**src/rtl/cart_loader.sv**
```systemverilog
`default_nettype none
// ============================================================================
//  Module   : cart_loader
//  Purpose  : Boot / program-select sequencer for the CHIP-8 core. While busy
//             it owns the RAM and VRAM ports. It copies the selected program
//             ROM bank into RAM at PROG_BASE, optionally clears VRAM, and then
//             releases the CPU. A start pulse in RUN reloads without a reset.
//  Config   : LOADER_VRAM_CLEAR_EN - when defined, the CLEAR state zeroes all
//             128x64 VRAM pixels after every copy. When undefined, COPY goes
//             straight to RUN and the VRAM outputs are tied to 0.
//  Ports    : clk_i          system clock, rising edge
//             reset_ni       asynchronous active-low reset
//             start_i        reload request, sampled only in RUN
//             bank_i         program bank, latched in START
//             rom_addr_o     {bank, byte address} to the synchronous ROM
//             rom_dout_i     ROM data, one cycle after rom_addr_o
//             ram_addr_o     RAM write address
//             ram_din_o      RAM write data
//             ram_we_o       RAM write strobe
//             vram_hpos_o    VRAM clear column
//             vram_vpos_o    VRAM clear row
//             vram_pixeli_o  VRAM write data, always 0
//             vram_we_o      VRAM write strobe
//             busy_o         loader owns RAM/VRAM
//             cpu_run_o      CPU enable, the complement of busy_o
//             done_o         one-cycle pulse in the first RUN cycle
//  Revision : 1.0 - initial release
// ============================================================================
module cart_loader #(
   parameter logic [11:0] PROG_BASE  = 12'h200,
   parameter int unsigned PROG_BYTES = 3584,
   parameter int unsigned BANK_BITS  = 4
) (
   input  logic                    clk_i,
   input  logic                    reset_ni,
   input  logic                    start_i,
   input  logic [BANK_BITS-1:0]    bank_i,
   output logic [BANK_BITS+11:0]   rom_addr_o,
   input  logic [7:0]              rom_dout_i,
   output logic [11:0]             ram_addr_o,
   output logic [7:0]              ram_din_o,
   output logic                    ram_we_o,
   output logic [6:0]              vram_hpos_o,
   output logic [5:0]              vram_vpos_o,
   output logic [1:0]              vram_pixeli_o,
   output logic                    vram_we_o,
   output logic                    busy_o,
   output logic                    cpu_run_o,
   output logic                    done_o
);

   // COPY runs k = 0..PROG_BYTES: reads for k < PROG_BYTES, writes trail by one.
   localparam logic [12:0] C_LAST_K  = 13'(PROG_BYTES);
   localparam logic [12:0] C_LAST_RD = 13'(PROG_BYTES - 1);

   typedef enum logic [1:0] {
      S_START = 2'd0,
      S_COPY  = 2'd1,
`ifdef LOADER_VRAM_CLEAR_EN
      S_CLEAR = 2'd2,
`endif
      S_RUN   = 2'd3
   } state_e;

   state_e                  state_q, state_d;
   logic [BANK_BITS-1:0]    bank_q, bank_d;
   logic [12:0]             k_q, k_d;
   logic [BANK_BITS+11:0]   rom_addr_q, rom_addr_d;
   logic [11:0]             ram_addr_q, ram_addr_d;
   logic                    ram_we_q, ram_we_d;
   logic                    done_q, done_d;
`ifdef LOADER_VRAM_CLEAR_EN
   // Pixel index {vpos, hpos}: hpos is the inner loop.
   logic [12:0]             pix_q, pix_d;
`endif

   always_ff @(posedge clk_i or negedge reset_ni) begin
      if (!reset_ni) begin
         state_q    <= S_START;
         bank_q     <= '0;
         k_q        <= '0;
         rom_addr_q <= '0;
         ram_addr_q <= '0;
         ram_we_q   <= 1'b0;
         done_q     <= 1'b0;
`ifdef LOADER_VRAM_CLEAR_EN
         pix_q      <= '0;
`endif
      end else begin
         state_q    <= state_d;
         bank_q     <= bank_d;
         k_q        <= k_d;
         rom_addr_q <= rom_addr_d;
         ram_addr_q <= ram_addr_d;
         ram_we_q   <= ram_we_d;
         done_q     <= done_d;
`ifdef LOADER_VRAM_CLEAR_EN
         pix_q      <= pix_d;
`endif
      end
   end

   always_comb begin
      state_d    = state_q;
      bank_d     = bank_q;
      k_d        = k_q;
      rom_addr_d = '0;
      ram_addr_d = '0;
      ram_we_d   = 1'b0;
      done_d     = 1'b0;
`ifdef LOADER_VRAM_CLEAR_EN
      pix_d      = pix_q;
`endif
      case (state_q)
         S_START: begin
            bank_d     = bank_i;
            k_d        = '0;
            // Present the first read address in COPY cycle 0.
            rom_addr_d = {bank_i, PROG_BASE};
            state_d    = S_COPY;
         end
         S_COPY: begin
            // Byte k is read this cycle; its write is issued next cycle.
            if (k_q < C_LAST_K) begin
               ram_we_d   = 1'b1;
               ram_addr_d = PROG_BASE + k_q[11:0];
            end
            if (k_q < C_LAST_RD) begin
               rom_addr_d = {bank_q, PROG_BASE + k_q[11:0] + 12'd1};
            end
            if (k_q == C_LAST_K) begin
               k_d     = '0;
`ifdef LOADER_VRAM_CLEAR_EN
               pix_d   = '0;
               state_d = S_CLEAR;
`else
               done_d  = 1'b1;
               state_d = S_RUN;
`endif
            end else begin
               k_d = k_q + 13'd1;
            end
         end
`ifdef LOADER_VRAM_CLEAR_EN
         S_CLEAR: begin
            if (pix_q == '1) begin
               pix_d   = '0;
               done_d  = 1'b1;
               state_d = S_RUN;
            end else begin
               pix_d = pix_q + 13'd1;
            end
         end
`endif
         S_RUN: begin
            if (start_i) begin
               state_d = S_START;
            end
         end
         default: begin
            state_d = S_START;
         end
      endcase
   end

   assign rom_addr_o    = rom_addr_q;
   assign ram_addr_o    = ram_addr_q;
   assign ram_we_o      = ram_we_q;
   // The ROM output register already provides the pipeline stage for data.
   assign ram_din_o     = ram_we_q ? rom_dout_i : 8'h00;
   assign vram_pixeli_o = 2'b00;
   assign cpu_run_o     = (state_q == S_RUN);
   assign busy_o        = (state_q != S_RUN);
   assign done_o        = done_q;

`ifdef LOADER_VRAM_CLEAR_EN
   assign vram_we_o     = (state_q == S_CLEAR);
   assign vram_hpos_o   = pix_q[6:0];
   assign vram_vpos_o   = pix_q[12:7];
`else
   assign vram_we_o     = 1'b0;
   assign vram_hpos_o   = 7'd0;
   assign vram_vpos_o   = 6'd0;
`endif

endmodule
`default_nettype wire

```
**config.mk**
```make
export PLATFORM = sky130hd
export DESIGN_NAME = cart_loader
export DESIGN_NICKNAME = d
export VERILOG_FILES = /design/src/rtl/cart_loader.sv
export SDC_FILE = /design/constraint.sdc
export NUM_CORES = 1
export LEC_CHECK = 0
export ABC_AREA = 1
export BUFFER_PORTS_ARGS = -buffer_cell sky130_fd_sc_hd__buf_2
export CAP_MARGIN = 20
export CORE_AREA = 2 2 72 74
export CTS_BUF_LIST = sky130_fd_sc_hd__clkbuf_16
export DETAILED_ROUTE_END_ITERATION = 16
export DIE_AREA = 0 0 74 76
export PLACE_DENSITY_LB_ADDON = 0.05
export RECOVER_POWER = 25
export SYNTH_ARGS = -nofsm -noshare
export SYNTH_HDL_FRONTEND = slang
export SYNTH_SLANG_ARGS = --single-unit
```
**constraint.sdc**
```tcl
create_clock -name clk_i -period 1.7 [get_ports clk_i]
set_input_delay 0.17 -clock clk_i [delete_from_list [all_inputs] [get_ports clk_i]]
set_output_delay 0.17 -clock clk_i [all_outputs]
set_load 0.05 [all_outputs]
```
==> results.py <==
metrics = {
    "cells_and_area": {
        "antenna_cells": 0,
        "fill_cells": 459,
        "drive_gt1_share_pct": 26.2,
        "syn_to_final_growth_pct": 17.5,
        "final_nets": 341,
        "final_util_pct": 56.5,
        "seqCellArea_um2": 1230,
        "multiInputGateArea_um2": 878,
    },
    "yosys": {
        "yosys_register_bits": 49,
        "ys_seq_area_share_pct": 51.9,
        "async_flop_share_pct": 100,
        "synth-edff-count": 0,
        "synth_top_area_share_pct": 51.9,
        "synth.most_common_cell": "nand2_1",
        "yosys_warnings": 0,
        "synth_area_per_cell_um2": 8.99,
        "synth.distinct_cells": 32,
        "synth_area_leaders": "dfrtp_1 52%, nand2_1 8.4%, inv_1 5.6%",
        "synth_largest_area_cell": "dfrtp_1",
        "synthesis.area_um2": 2360,
        "synth_ff_type": "dfrtp_1",
        "yosys-top-cells-count": "53 x nand2_1, 49 x dfrtp_1, 35 x inv_1",
        "netlist_instances": 263,
    },
    "timing": {
        "slew_headroom_pct": 22.7,
        "drv_slew": 0,
        "rsz0062_at_grt": "false",
        "fmax_mhz": 655,
        "finalSetupViolations": 0,
        "fin_tns_setup_ns": 0,
        "worst_clock_skew_ns": 0.00566,
        "tightest_slew_ns": 1.16,
        "hold_viol_final": 0,
        "final.min_clock_period_ns": 1.53,
        "finalCritPeriodShare_pct": 89.7,
    },
    "setup_path": {
        "reg2reg_slack_ns": 0.21,
        "worstSetupEndpoint": "cpu_run_o",
        "arrival_ns": 1.36,
        "crit_path_end_kind": "output pin",
        "critical_path_required_ns": 1.53,
        "r2r_end": "rom_addr_o[12]$_DFF_PN0_",
        "worst-path-max-fanout": 9,
        "cp-startpoint": "state_q[1]$_DFFE_PN0P_",
        "cp-start-kind": "register",
        "worstSetupPathType": "register to output pin",
        "r2r.worst_path.cells": 6,
        "r2r_start": "k_q[9]$_DFFE_PN0P_",
    },
    "run_status": {
        "status": "finished clean",
    },
    "route": {
        "avgRoutedWirePerCell_um": 11.9,
        "drc_errors": 0,
        "wl_met2_mm": 2.24,
        "viasPerCell": 4.40,
        "drt_iter0_drc": 62,
        "wl_mm": 4.64,
        "m1WireLength_mm": 2.19,
        "vias": 1719,
        "route.met3.wl_um": 147,
        "drt-pass1-iter-count": 4,
        "detail-route-antenna-nets": 0,
        "top_layer_used": "met4",
    },
    "die": {
        "rows": 26,
        "ioPinCount": 71,
        "core-area_um2": 4910,
        "die-area_um2": 5620,
        "start_util_pct": 48.1,
        "die_h_um": 76,
        "die_w_um": 74,
    },
    "cts": {
        "cts_buffer_depth": 2,
        "root_buffer": "clkbuf_16",
        "clkTransAtPathRegs_ns": 0.06,
        "cts_tree": "done",
        "insertion_delay_ns": 0.28,
        "cts_max_level": 2,
        "clock_sinks": 49,
        "cts-buffers-inserted": 5,
    },
    "grt": {
        "grt_overflow_total": 0,
        "grt_pass1_wl_mm": 7.97,
        "grt_pass1_vias": 1705,
        "grt_max_degree": 29,
        "track_usage_pct": 18.3,
        "antenna_found_initial": 0,
    },
    "power": {
        "powerDensity_nw_per_um2": 1490,
        "power_leakage_nw": 1.49,
        "vdd_ir_drop_max_uv": 688,
    },
    "job": {
        "cap_violations": 0,
    },
    "placement": {
        "dpl.hpwl_mm": 3.45,
        "place.gp.congestion": 0.888,
        "port_buffers": 54,
    },
    "min_path": {
        "min-delay-path-class": "input pin to register",
    },
}
## cell families after synthesis
family                   count (synthesis)  synth area share, %
adder cells (fa/ha/maj)                  4                 2.12
other                                    1                0.159
buffers and inverters                   59                 13.4
XOR/XNOR                                 6                 2.22
AND/OR/NAND/NOR                        122                 24.8
AO/OA/AOI/OAI                           22                 5.50
flip-flops                              49                 51.9
## placed cells by master, fill, tap and decap left out, types with 2 or more instances in the layout
cell	count
nand2_1	53
buf_2	50
dfrtp_1	49
inv_1	35
nor2_1	29
conb_1	16
nand3_1	12
nor2_2	10
o21ai_0	10
o22ai_1	6
clkbuf_16	5
nor3_1	4
nand4_1	4
ha_1	4
clkbuf_1	4
nand2_2	3
xor2_1	3
xnor2_1	3
nor2_4	2
o21ai_2	2
inv_2	2
o21ai_1	2
buf_4	2
## power by group
| part | switching, W | total (W) | internal (W) |
|---|---|---|---|
| Combinational | 0.00123 | 0.00159 | 0.000363 |
| Sequential | 0.000182 | 0.00163 | 0.00145 |
| Clock | 0.000386 | 0.000912 | 0.000526 |
| Total | 0.00179 | 0.00413 | 0.00233 |
## worst max-delay path, stage by stage (launching register included)
cell and delay, ns:
dfrtp_1 0.56, nand2_1 0.18, inv_1 0.07, buf_2 0.25
## per-stage QoR
| stage | hold slack, ns | power, W | worst slack (ns) | instances | cell area (um2) |
|---|---|---|---|---|---|
| detailed placement | 0.165 | 0.00326 | 0.200 | 384 | 2640 |
| global route | 0.0983 | 0.00439 | 0.0138 | 391 | 2780 |
| floorplan | -0.126 | 0.00291 | 0.272 | 278 | 2420 |
| finish | 0.0949 | 0.00413 | 0.174 | 391 | 2780 |
| CTS | 0.0881 | 0.00418 | 0.170 | 391 | 2780 |
| global placement | 0.165 | 0.00325 | 0.250 | 384 | 2640 |
## state kept, by name, indices dropped and copies added (netlist names)
| name | flops |
|---|---|
| done_o | 1 |
| state_q | 2 |
| ram_addr_o | 12 |
| ram_we_o | 1 |
| rom_addr_o | 16 |
| bank_q | 4 |
| k_q | 13 |
## layer usage
metal / GRT usage [%] / up-vias
met5: 0 / -
met4: 5.45 / 0
met3: 4.10 / 7
met2: 29.6 / 33
met1: 24.4 / 781
li1: - / 898
## worst min path at each step
stage	from	endpoint	cells past startpoint
finish	start_i	state_q[1]$_DFFE_PN0P_	2
global route	start_i	state_q[1]$_DFFE_PN0P_	2
CTS	start_i	state_q[1]$_DFFE_PN0P_	2
detailed placement	reset_ni	done_o$_DFF_PN0_	1
global placement	reset_ni	done_o$_DFF_PN0_	1
floorplan	reset_ni	bank_q[0]$_DFFE_PN0P_	0
## cell type report
type,count,share of cell area [%]
Clock inverter,1,0.180
Timing Repair Buffer,58,11.2
Clock buffer,5,4.50
Multi-Input combinational cell,170,31.6
Tap cell,70,3.15
Inverter,38,5.23
Sequential cell,49,44.1
## repair_timing
item                                   in CTS  in global routing
endpoints found under the hold margin      21                  0
buffers inserted                            0                  0
gates resized for setup                     0                  0
hold buffers                                1                  0
Note: power is estimated with default switching activity, not from simulation.
